===== config.mk =====
export PLATFORM = sky130hd
export DESIGN_NAME = wb_trace_serializer_flat
export DESIGN_NICKNAME = d
export VERILOG_FILES = /design/src/rtl/wb_trace_serializer_if.sv /design/src/rtl/wb_trace_serializer.sv /design/src/flat_wrapper.sv
export SDC_FILE = /design/constraint.sdc
export NUM_CORES = 1
export LEC_CHECK = 0
export ABC_CLOCK_PERIOD_IN_PS = 14900
export CORE_ASPECT_RATIO = 1.1
export CORE_MARGIN = 10
export CORE_UTILIZATION = 59
export CTS_CLUSTER_DIAMETER = 50
export DETAILED_ROUTE_END_ITERATION = 8
export PLACE_DENSITY_LB_ADDON = 0.05
export SYNTH_ARGS = -nofsm -noshare
export SYNTH_HDL_FRONTEND = slang
export SYNTH_SLANG_ARGS = --single-unit

===== constraint.sdc =====
create_clock -name sys_clk -period 14.9 [get_ports sys_clk]
set_input_delay 2.235 -clock sys_clk [delete_from_list [all_inputs] [get_ports sys_clk]]
set_output_delay 2.235 -clock sys_clk [all_outputs]
set_load 0.02 [all_outputs]

===== src/rtl/wb_trace_serializer_if.sv =====
// Bundle carrying both writeback channels into the serializer and the single
// in-order commit stream plus status back out.
interface wb_trace_serializer_if #(
  parameter int unsigned DEPTH = 8
);
  logic                     in0_en;
  logic [4:0]               in0_rd;
  logic [31:0]              in0_wdata;
  logic [31:0]              in0_pc;
  logic                     in1_en;
  logic [4:0]               in1_rd;
  logic [31:0]              in1_wdata;
  logic [31:0]              in1_pc;
  logic                     out_valid;
  logic                     out_ready;
  logic [31:0]              out_pc;
  logic [4:0]               out_rd;
  logic [31:0]              out_wdata;
  logic [3:0]               out_wen;
  logic [$clog2(DEPTH):0]   level;
  logic                     overflow;
  logic [31:0]              commit_cnt;

  modport slave (
    input  in0_en, in0_rd, in0_wdata, in0_pc,
    input  in1_en, in1_rd, in1_wdata, in1_pc,
    input  out_ready,
    output out_valid, out_pc, out_rd, out_wdata, out_wen,
    output level, overflow, commit_cnt
  );

  modport master (
    output in0_en, in0_rd, in0_wdata, in0_pc,
    output in1_en, in1_rd, in1_wdata, in1_pc,
    output out_ready,
    input  out_valid, out_pc, out_rd, out_wdata, out_wen,
    input  level, overflow, commit_cnt
  );
endinterface


===== src/rtl/wb_trace_serializer.sv =====
// Merges the two per-cycle writeback channels into one ordered commit stream
// through a small FIFO; both channels of a cycle are admitted or dropped together.
module wb_trace_serializer #(
  parameter int unsigned DEPTH   = 8,
  parameter bit          DROP_R0 = 1'b1
) (
  input logic               sys_clk,
  input logic               resetn,
  wb_trace_serializer_if.slave bus
);
  localparam int unsigned PW = $clog2(DEPTH);
  localparam int unsigned CW = PW + 1;

  typedef struct packed {
    logic [31:0] pc;
    logic [4:0]  rd;
    logic [31:0] wdata;
  } entry_t;

  entry_t        mem [DEPTH];
  logic [PW-1:0] head;
  logic [PW-1:0] tail;
  logic [CW-1:0] count;
  logic          ovf;
  logic [31:0]   commits;

  logic          elig0;
  logic          elig1;
  logic [1:0]    n_push;
  logic [CW:0]   need;
  logic          admit;
  logic          push_ok;
  logic          pop;
  logic [CW-1:0] n_acc;
  logic [CW-1:0] count_nxt;
  entry_t        ent0;
  entry_t        ent1;
  entry_t        first;

  always_comb begin
    elig0   = bus.in0_en && !(DROP_R0 && (bus.in0_rd == 5'd0));
    elig1   = bus.in1_en && !(DROP_R0 && (bus.in1_rd == 5'd0));
    n_push  = {1'b0, elig0} + {1'b0, elig1};
    ent0    = '{pc: bus.in0_pc, rd: bus.in0_rd, wdata: bus.in0_wdata};
    ent1    = '{pc: bus.in1_pc, rd: bus.in1_rd, wdata: bus.in1_wdata};
    // A lone channel-1 write takes the first free slot, so nothing is skipped.
    first   = elig0 ? ent0 : ent1;
    // Admission looks only at the registered count; a concurrent pop frees nothing.
    need    = {1'b0, count} + (CW+1)'(n_push);
    admit   = (need <= (CW+1)'(DEPTH));
    push_ok = admit && (n_push != 2'd0);
    pop     = (count != '0) && bus.out_ready;
    n_acc   = push_ok ? CW'(n_push) : '0;
    count_nxt = count + n_acc - CW'(pop);
  end

  always_ff @(posedge sys_clk) begin
    if (!resetn) begin
      head    <= '0;
      tail    <= '0;
      count   <= '0;
      ovf     <= 1'b0;
      commits <= '0;
    end else begin
      if (push_ok) tail <= tail + PW'(n_push);
      if (pop) begin
        head    <= head + PW'(1);
        commits <= commits + 32'd1;
      end
      count <= count_nxt;
      if (!admit) ovf <= 1'b1;
    end
  end

  always_ff @(posedge sys_clk) begin
    if (resetn && push_ok) begin
      mem[tail] <= first;
      if (n_push == 2'd2) mem[tail + PW'(1)] <= ent1;
    end
  end

  assign bus.out_valid  = (count != '0);
  assign bus.out_pc     = mem[head].pc;
  assign bus.out_rd     = mem[head].rd;
  assign bus.out_wdata  = mem[head].wdata;
  assign bus.out_wen    = {4{bus.out_valid}};
  assign bus.level      = count;
  assign bus.overflow   = ovf;
  assign bus.commit_cnt = commits;
endmodule


===== src/flat_wrapper.sv =====
// flat-port wrapper written by rule: the top's interface ports become plain ports
module wb_trace_serializer_flat 
#(
  parameter int unsigned DEPTH   = 8,
  parameter bit          DROP_R0 = 1'b1
)
  (sys_clk, resetn, bus_in0_en, bus_in0_rd, bus_in0_wdata, bus_in0_pc, bus_in1_en, bus_in1_rd, bus_in1_wdata, bus_in1_pc, bus_out_ready, bus_out_valid, bus_out_pc, bus_out_rd, bus_out_wdata, bus_out_wen, bus_level, bus_overflow, bus_commit_cnt);
  wb_trace_serializer_if #(.DEPTH(DEPTH)) bus_i ();
  input logic sys_clk;
  input logic resetn;
  input wire logic [$bits(bus_i.in0_en)-1:0] bus_in0_en;
  input wire logic [$bits(bus_i.in0_rd)-1:0] bus_in0_rd;
  input wire logic [$bits(bus_i.in0_wdata)-1:0] bus_in0_wdata;
  input wire logic [$bits(bus_i.in0_pc)-1:0] bus_in0_pc;
  input wire logic [$bits(bus_i.in1_en)-1:0] bus_in1_en;
  input wire logic [$bits(bus_i.in1_rd)-1:0] bus_in1_rd;
  input wire logic [$bits(bus_i.in1_wdata)-1:0] bus_in1_wdata;
  input wire logic [$bits(bus_i.in1_pc)-1:0] bus_in1_pc;
  input wire logic [$bits(bus_i.out_ready)-1:0] bus_out_ready;
  output wire logic [$bits(bus_i.out_valid)-1:0] bus_out_valid;
  output wire logic [$bits(bus_i.out_pc)-1:0] bus_out_pc;
  output wire logic [$bits(bus_i.out_rd)-1:0] bus_out_rd;
  output wire logic [$bits(bus_i.out_wdata)-1:0] bus_out_wdata;
  output wire logic [$bits(bus_i.out_wen)-1:0] bus_out_wen;
  output wire logic [$bits(bus_i.level)-1:0] bus_level;
  output wire logic [$bits(bus_i.overflow)-1:0] bus_overflow;
  output wire logic [$bits(bus_i.commit_cnt)-1:0] bus_commit_cnt;
  assign bus_i.in0_en = bus_in0_en;
  assign bus_i.in0_rd = bus_in0_rd;
  assign bus_i.in0_wdata = bus_in0_wdata;
  assign bus_i.in0_pc = bus_in0_pc;
  assign bus_i.in1_en = bus_in1_en;
  assign bus_i.in1_rd = bus_in1_rd;
  assign bus_i.in1_wdata = bus_in1_wdata;
  assign bus_i.in1_pc = bus_in1_pc;
  assign bus_i.out_ready = bus_out_ready;
  assign bus_out_valid = bus_i.out_valid;
  assign bus_out_pc = bus_i.out_pc;
  assign bus_out_rd = bus_i.out_rd;
  assign bus_out_wdata = bus_i.out_wdata;
  assign bus_out_wen = bus_i.out_wen;
  assign bus_level = bus_i.level;
  assign bus_overflow = bus_i.overflow;
  assign bus_commit_cnt = bus_i.commit_cnt;
  wb_trace_serializer #(.DEPTH(DEPTH), .DROP_R0(DROP_R0)) u_core (.sys_clk(sys_clk), .resetn(resetn), .bus(bus_i));
endmodule

==> results of run 1 <==
synthesized netlist by cell type (16+ instances only):
master      n  area [um2]
buf_6      22       247.7
mux2_4    207        3108
clkbuf_1   50       187.7
mux2_2    478        5383
edfxtp_1  552       16580
mux4_2    138        3108
nand2_1    28       105.1
xnor2_1    30       262.8
dfxtp_1    46       920.9
nand4_1    17       106.4
and2_1     34       212.7
buf_2      37       185.2
ha_1       16       200.2
inv_1      18       67.56
layout make-up:
| type | instances | area, um2 | area share [%] |
|---|---|---|---|
| flip-flops and latches | 598 | 17510 | 47.48 |
| diodes | 4 | 10.01 | 0.02714 |
| clock inverters | 32 | 321.6 | 0.8720 |
| repair buffers | 280 | 2730 | 7.403 |
| inverters | 18 | 67.56 | 0.1832 |
| clock buffers | 90 | 1952 | 5.293 |
| well taps | 675 | 844.6 | 2.290 |
| multi-input cells | 1055 | 13440 | 36.46 |
logic make-up (layout without fill, tap and decap cells):
group / count (synthesis) / in the layout / share of synthesized area (%)
XOR/XNOR: 37 / 37 / 1.026
AO/OA/AOI/OAI: 20 / 20 / 0.4713
AND/OR/NAND/NOR: 153 / 153 / 2.971
other: 0 / 4 / 0
multiplexers: 826 / 826 / 36.81
buffers and inverters: 142 / 420 / 2.511
adder cells (fa/ha/maj): 19 / 19 / 0.8238
flip-flops: 598 / 598 / 55.39
final timing paths:
path	end	slack, ns	depth (start not counted)
worst max register to register	u_core.mem[6][14]	9.71	7
worst min register to register	u_core.bus.overflow	0.53	2
worst min-delay path	u_core.bus.overflow	0.53	2
worst max-delay path	u_core.mem[6][14]	6.56	12
routing by layer:
layer	up-vias	track usage, %
met3	119	4.757
li1	7632	-
met1	9165	31.10
met2	520	40.78
met4	2	8.275
met5	-	0
worst reg2reg max path: cells and delay by family, from the launching register on:
family,cells,cell delay [ns]
adder cells (fa/ha/maj),2,0.71
AO/OA/AOI/OAI,3,2.01
AND/OR/NAND/NOR,1,0.85
buffers and inverters,1,0.83
flip-flops,1,0.37
registers in the layout, indices dropped and copies added, names as in the netlist, named ones only:
name and cells:
u_core.mem 552, u_core.bus.commit_cnt 32, u_core.bus.level 4, u_core.head 3
u_core.tail 3, u_core.bus.overflow 1
through the flow:
step	power [W]	instance area [um2]	utilization (%)
CTS	0.005450	36870	69.90
global route	0.005611	36880	69.92
detailed placement	0.003749	34590	65.59
finish	0.005407	36880	69.92
global placement	0.003725	34590	65.59
floorplan	0.003199	31590	-
power by group through the flow:
stage	Clock (W)	Combinational (W)	Sequential, W
after floorplan	0	0.00106	0.00214
after global placement	0	0.00157	0.00216
after detailed placement	0	0.00158	0.00217
after CTS	0.00172	0.00159	0.00213
after global routing	0.00179	0.00167	0.00215
final	0.00170	0.00157	0.00213
==> flow_summary.json, run 1 <==
{
  "ctsResizeCount": 0,
  "dp_cells": 2626,
  "crit_type": "in2reg",
  "ys.flop_type": "edfxtp_1",
  "numPortBuffers": 253,
  "p_sw_w": 0.001538,
  "arrival_ns": 8.56,
  "cap_violations": 0,
  "grt_pass1_wl_um": 117100,
  "skew_ns": 0.01395,
  "grt_max_degree": 67,
  "syn_area_um2": 31590,
  "ant_nets": 0,
  "min_period_ns": 8.340,
  "top_layer": "met5",
  "yosysWarnings": 0,
  "rows": 88,
  "postCtsSetupBuffers": 0,
  "final_nets": 2184,
  "gp_congestion": 0.8153,
  "synth_cell_types": 48,
  "dp_slack_ns": 6.018,
  "dp_hpwl_um": 44980,
  "hold_ws_ns": 0.5350,
  "wl_per_cell_um": 27.96,
  "cts_root_buffer": "clkbuf_16",
  "syn_area_per_cell_um2": 17.60,
  "dieWidth_um": 240.6,
  "layout_commonest_cell": "edfxtp_1",
  "wl_met3_um": 4946,
  "yosys_register_bits": 598,
  "finalSetupViolCount": 0,
  "syn_nets": 1957,
  "cts_tree": "built",
  "clock-sinks": 598,
  "core_um2": 52740,
  "worstPathMaxFanout": 44,
  "wl_met1_um": 31060,
  "drive_gt1_share_pct": 46.94,
  "pwr-share-clk_pct": 31.5,
  "hold_buffers": 0,
  "crit_path_start_kind": "input port",
  "seq_power_share_pct": 39.4,
  "max_freq_ghz": 0.1199,
  "hp-class": "reg2reg",
  "power.density_nw_per_um2": 146.6,
  "first_pass_iters": 5,
  "relSlewSlack_pct": 27.07,
  "leakage_nw": 13.01,
  "setup_slack_ns": 6.560,
  "period_share_pct": 55.97,
  "comb_power_share_pct": 29.1,
  "grt_pass1_vias": 18940,
  "antenna_found_initial": 4,
  "htreeDepth": 3,
  "layout.cells.non_filler": 2752,
  "io_pins": 254,
  "slew_viol_final": 0,
  "vias_per_cell": 6.336,
  "synth_cells": 1795,
  "grt_usage_pct": 24.34,
  "ir_drop_mv": 0.1812,
  "crit_chain": "clkdlybuf4s50_1 -> or4_1 -> o21ai_4 -> inv_1 -> ha_1 -> ha_1 -> fa_1 -> a221o_1 -> o31ai_4 -> nand4_4 -> o21ai_4 -> buf_4",
  "async_flop_share_pct": 0,
  "wl_um": 76940,
  "tightest_slew_ns": 1.094,
  "die_y_um": 262.7,
  "cts_max_path_buffers": 3,
  "hold_viol": 0,
  "overflow": 0,
  "intPower_w": 0.003869,
  "switching_share_pct": 28.44,
  "setup_tns_ns": 0,
  "path_clk_slew_ns": 0.06,
  "crit_buf_inv": 3,
  "via_count": 17440,
  "fillers": 3470,
  "crit_path_start": "bus_in0_rd[4]",
  "most-common-layout-cells": "edfxtp_1 (552), mux2_2 (478), clkdlybuf4s50_1 (252)",
  "slowest_stage": "o31ai_4",
  "start_util_pct": 59.90,
  "crit_family": "compound AO/OA/AOI/OAI gates",
  "drt-initial-drc-count": 1658,
  "crit_path_max_incr_delay_ns": 0.87,
  "syn2layout_area_growth_pct": 16.74,
  "drc": 0,
  "outcome": "finished clean",
  "min-delay-start": "u_core.bus.overflow",
  "dieArea_um2": 63210,
  "wl_met2_um": 39060,
  "worstSkewPairLatency_ns": 0.60,
  "cp_data_required_time_ns": 15.12,
  "cts-buffers-inserted": 69,
  "rr_startpoint": "u_core.bus.level[0]",
  "synth_edf_count": 552,
  "ys_seq_area_share_pct": 55.39,
  "worst_setup_path_end_kind": "register",
  "rsz0062_at_grt": "false"
}
No activity file was read; power rests on OpenSTA's default activity.
==> run 2: changes to the inputs <==
--- a/config.mk
+++ b/config.mk
@@ -5,10 +5,10 @@
 export SDC_FILE = /design/constraint.sdc
 export NUM_CORES = 1
 export LEC_CHECK = 0
-export ABC_CLOCK_PERIOD_IN_PS = 14900
+export ABC_CLOCK_PERIOD_IN_PS = 7400
 export CORE_ASPECT_RATIO = 1.1
 export CORE_MARGIN = 10
-export CORE_UTILIZATION = 59
+export CORE_UTILIZATION = 53
 export CTS_CLUSTER_DIAMETER = 50
 export DETAILED_ROUTE_END_ITERATION = 8
 export PLACE_DENSITY_LB_ADDON = 0.05
==> constraint.sdc (replaced) <==
create_clock -name sys_clk -period 7.4 [get_ports sys_clk]
set_input_delay 1.11 -clock sys_clk [delete_from_list [all_inputs] [get_ports sys_clk]]
set_output_delay 1.11 -clock sys_clk [all_outputs]
set_load 0.02 [all_outputs]
==> run 2 against run 1 <==
  * Worst hold slack got worse by 0.016 ns
  * Sequential power rose by 100%
  * Final cell count up 3.6%
  * Clock power up 90%
  * Routed wire length is 4.1% higher
==> flow_summary.json, run 2 (synthesis results as in run 1) <==
{
  "outcome": "finished clean",
  "path_clk_slew_ns": 0.06,
  "grt_max_degree": 79,
  "worstPathMaxFanout": 15,
  "drc": 0,
  "max_freq_ghz": 0.1749,
  "dp_hpwl_um": 44620,
  "total_power_w": 0.01073,
  "largest_reg_flops": 552,
  "largest-register": "u_core.mem",
  "period_share_pct": 77.26,
  "io_pins": 254,
  "cts_root_buffer": "clkbuf_16",
  "dp_cells": 2721,
  "worstSkewPairLatency_ns": 0.60,
  "start_util_pct": 53.76,
  "slowest_stage": "clkdlybuf4s50_1",
  "drive_gt1_share_pct": 46.77,
  "cp_common_cell": "ha_1",
  "htreeDepth": 3,
  "via_count": 17470,
  "worstReg2RegEnd": "u_core.bus.level[3]",
  "crit_path_start": "bus_in1_rd[1]",
  "leakage_nw": 13.05,
  "tightest_slew_ns": 1.113,
  "ir_drop_mv": 0.2839,
  "grt_pass1_wl_um": 120700,
  "crit_type": "in2reg",
  "postCtsSetupBuffers": 0,
  "dieWidth_um": 252.8,
  "r2r_cells": 14,
  "crit_family": "adder cells",
  "rr_startpoint": "u_core.bus.level[0]",
  "clock-sinks": 598,
  "final_nets": 2195,
  "cts-buffers-inserted": 70,
  "cp_data_required_time_ns": 7.89,
  "most-common-layout-cells": "edfxtp_1 (552), mux2_2 (478), clkdlybuf4s50_1 (252)",
  "die_y_um": 276.1,
  "min_period_ns": 5.718,
  "dp_slack_ns": 1.077,
  "relSlewSlack_pct": 25.80,
  "rsz0062_at_grt": "false",
  "syn2layout_area_growth_pct": 17.45,
  "hp-class": "reg2reg",
  "crit_end": "u_core.bus.level[3]",
  "crit_buf_inv": 3,
  "finalSetupViolCount": 0,
  "worst_setup_path_end_kind": "register",
  "slew_viol_final": 0,
  "overflow": 0,
  "gp_congestion": 0.7687,
  "crit_path_start_kind": "input port",
  "crit_path_max_incr_delay_ns": 0.62,
  "numPortBuffers": 253,
  "antenna_found_initial": 5,
  "power.density_nw_per_um2": 289.1,
  "path_depth": 18,
  "hold_ws_ns": 0.5187,
  "setup_slack_ns": 1.682,
  "skew_ns": 0.01813,
  "grt_pass1_vias": 18880,
  "cap_violations": 0,
  "wl_per_cell_um": 28.09,
  "layout.cells.non_filler": 2850,
  "layout_commonest_cell": "edfxtp_1",
  "ctsResizeCount": 0,
  "grt_usage_pct": 22.86,
  "rows": 93,
  "vias_per_cell": 6.131,
  "hold_viol": 0,
  "ant_nets": 0,
  "drt-initial-drc-count": 1291,
  "wl_um": 80070,
  "arrival_ns": 6.21,
  "cts_max_path_buffers": 3,
  "crit_chain": "clkdlybuf4s50_1 -> or4_1 -> o21a_1 -> ha_1 -> ha_1 -> fa_1 -> a221o_1 -> o31ai_4 -> buf_4 -> nor2b_1 -> nand2_1 -> ha_1 -> inv_1 -> ha_1 -> a21o_1 -> a21oi_1 -> xor2_1 -> and2_1",
  "cts_tree": "built",
  "first_pass_iters": 5,
  "hold_buffers": 0,
  "core_um2": 58760,
  "dieArea_um2": 69780,
  "reg2reg_setup_slack_ns": 3.56
}
-- run 2: worst min path at each step --
stage	endpoint	start	cells past startpoint
3_5_place_dp	u_core.bus.overflow	u_core.bus.overflow	2
5_1_grt	register	u_core.head[1]	2
4_1_cts	u_core.bus.overflow	u_core.bus.overflow	2
6_report	u_core.bus.overflow	u_core.bus.overflow	2
2_1_floorplan	register	u_core.head[2]	2
3_3_place_gp	u_core.bus.overflow	u_core.bus.overflow	2
-- run 2: tightest hold or removal path: stages, from the launching register on --
cell	delay, ns
dfxtp_1	0.34
inv_1	0.06
a21boi_0	0.07
-- run 2: metal layers --
| metal | up-vias | track usage (%) | wire (um) |
|---|---|---|---|
| met3 | 99 | 3.638 | 3969 |
| met2 | 436 | 38.84 | 40810 |
| met5 | - | 0 | 38 |
| met1 | 9244 | 30.02 | 33860 |
| met4 | 6 | 5.992 | 1384 |
| li1 | 7689 | - | - |
-- run 2: layout make-up --
cell class	count	area [um2]
diodes	1	2.502
clock buffers	88	1862
clock inverters	40	275.3
fillers	4197	21660
inverters	18	67.56
multi-input cells	1055	13440
flip-flops and latches	598	17510
well taps	760	950.9
repair buffers	290	2993
-- run 2: through the flow --
step / utilization (%) / TNS, ns / area [um2]
final: 63.14 / 0 / 37100
after global routing: 63.14 / 0 / 37100
after CTS: 63.14 / 0 / 37100
after detailed placement: 59.50 / 0 / 34960
after global placement: 59.50 / 0 / 34960
after floorplan: - / -231.47 / 31610
-- run 2: report_power, final --
| part | total, W | switching (W) | internal [W] | leakage (nW) |
|---|---|---|---|---|
| logic | 0.00319 | 0.00154 | 0.00164 | 6.64 |
| clock network | 0.00323 | 0.00137 | 0.00186 | 1.04 |
| registers | 0.00430 | 0.000196 | 0.00411 | 5.37 |
| total | 0.0107 | 0.00311 | 0.00761 | 13.1 |
==> run 3: changes to the inputs <==
--- a/config.mk
+++ b/config.mk
@@ -5,10 +5,10 @@
 export SDC_FILE = /design/constraint.sdc
 export NUM_CORES = 1
 export LEC_CHECK = 0
-export ABC_CLOCK_PERIOD_IN_PS = 7400
+export ABC_CLOCK_PERIOD_IN_PS = 5600
 export CORE_ASPECT_RATIO = 1.1
 export CORE_MARGIN = 10
-export CORE_UTILIZATION = 53
+export CORE_UTILIZATION = 59
 export CTS_CLUSTER_DIAMETER = 50
 export DETAILED_ROUTE_END_ITERATION = 8
 export PLACE_DENSITY_LB_ADDON = 0.05
==> constraint.sdc (replaced) <==
create_clock -name sys_clk -period 5.6 [get_ports sys_clk]
set_input_delay 0.84 -clock sys_clk [delete_from_list [all_inputs] [get_ports sys_clk]]
set_output_delay 0.84 -clock sys_clk [all_outputs]
set_load 0.02 [all_outputs]
==> run 3 against run 2 <==
  * Clock skew about the same
  * First-iteration DRC count up 9.5%
  * Final cell count down 2.5%
  * Via count up 0.23%
  * Count of clock-buffer cells in the layout unchanged
  * Cell area up 0.40%
  * Sequential share of layout area down 0.19 points
  * Critical path depth down 6
  * Non-clock buffer count up 22
  * Utilization up 7.5 points
  * Clock power up 28%
  * Total power up 32%
  * Critical path type unchanged
==> flow_summary.json, run 3 (synthesis results as in run 1) <==
{
  "largest-register": "u_core.mem",
  "most-common-layout-cells": "edfxtp_1 (552), mux2_2 (478), clkdlybuf4s50_1 (252)",
  "max_freq_ghz": 0.2076,
  "crit_type": "in2reg",
  "dieArea_um2": 63210,
  "grt_usage_pct": 24.61,
  "grt_pass1_wl_um": 118200,
  "first_pass_iters": 5,
  "hold_viol": 0,
  "worst_setup_path_end_kind": "register",
  "drt-initial-drc-count": 1414,
  "rsz0062_at_grt": "false",
  "overflow": 0,
  "hold_buffers": 0,
  "io_pins": 254,
  "die_y_um": 262.7,
  "antenna_found_initial": 2,
  "ctsResizeCount": 0,
  "power.density_nw_per_um2": 379.1,
  "cts-buffers-inserted": 66,
  "dp_cells": 2658,
  "numPortBuffers": 253,
  "path_clk_slew_ns": 0.06,
  "dp_slack_ns": 0.1727,
  "setup_slack_ns": 0.7838,
  "leakage_nw": 13.17,
  "final_nets": 2213,
  "ir_drop_mv": 0.3404,
  "core_um2": 52740,
  "layout_commonest_cell": "edfxtp_1",
  "vias_per_cell": 6.305,
  "hp-class": "reg2reg",
  "tightest_slew_ns": 0.9796,
  "relSlewSlack_pct": 34.69,
  "crit_path_start_kind": "input port",
  "arrival_ns": 5.08,
  "start_util_pct": 59.90,
  "slew_viol_final": 0,
  "skew_ns": 0.01838,
  "largest_reg_flops": 552,
  "grt_max_degree": 67,
  "outcome": "finished clean",
  "min_period_ns": 4.816,
  "drc": 0,
  "layout.cells.non_filler": 2778,
  "clock-sinks": 598,
  "htreeDepth": 3,
  "drive_gt1_share_pct": 47.88,
  "wl_per_cell_um": 28.09,
  "cp_data_required_time_ns": 5.87,
  "cts_tree": "built",
  "via_count": 17510,
  "worstSkewPairLatency_ns": 0.59,
  "dieWidth_um": 240.6,
  "syn2layout_area_growth_pct": 17.92,
  "period_share_pct": 86.00,
  "postCtsSetupBuffers": 0,
  "ant_nets": 0,
  "dp_hpwl_um": 45280,
  "finalSetupViolCount": 0,
  "cap_violations": 0,
  "grt_pass1_vias": 18880,
  "wl_um": 78040,
  "cts_max_path_buffers": 3,
  "worstPathMaxFanout": 14,
  "cts_root_buffer": "clkbuf_16",
  "gp_congestion": 0.7706,
  "rows": 88
}
run 3: worst paths after layout:
kind,from,end,slack (ns),depth (start not counted)
max,bus_in1_rd[2],u_core.mem[0][2],0.78,12
min,u_core.bus.overflow,u_core.bus.overflow,0.47,2
min reg2reg,u_core.bus.overflow,u_core.bus.overflow,0.47,2
max reg2reg,u_core.bus.level[0],u_core.mem[0][2],2.35,8
run 3: critical path, cell delays in order:
cell	delay, ns
clkdlybuf4s50_1	0.59
or4_1	0.57
o21a_1	0.26
ha_4	0.28
ha_4	0.17
fa_2	0.34
a221o_1	0.39
o31ai_4	0.23
buf_4	0.31
or2b_4	0.35
o31ai_4	0.40
buf_4	0.34
run 3: layout make-up:
cell class / instances / area [um2]
Tap cell: 675 / 844.6
Fill cell: 3407 / 15490
Clock buffer: 88 / 1843
Antenna cell: 2 / 5.005
Sequential cell: 598 / 17510
Inverter: 18 / 70.07
Clock inverter: 30 / 205.2
Multi-Input combinational cell: 1055 / 13480
Timing Repair Buffer: 312 / 3296
run 3: routing by layer:
metal	global-route usage [%]	vias up	routed length (um)
met2	41.44	624	39650
met1	32.51	9114	32070
li1	-	7674	-
met3	4.044	102	4882
met4	6.501	0	1438
met5	0	-	0
run 3: power by group:
group          total [W]  internal, W  leakage (nW)  switching, W
registers        0.00568      0.00543          5.37      0.000254
clock network    0.00415      0.00241          1.00       0.00174
logic            0.00429      0.00223          6.79       0.00206
run 3: stage by stage:
stage / setup TNS [ns] / area [um2] / hold slack (ns) / utilization, % / total power, W
4_1_cts: 0 / 37250 / 0.4789 / 70.62 / 0.01424
5_1_grt: 0 / 37250 / 0.5233 / 70.63 / 0.01467
2_1_floorplan: -76.80 / 31730 / 0.5079 / - / 0.008494
3_5_place_dp: 0 / 35200 / 0.4701 / 66.74 / 0.01011
6_report: 0 / 37250 / 0.4705 / 70.63 / 0.01412
3_3_place_gp: 0 / 35200 / 0.4638 / 66.74 / 0.01004
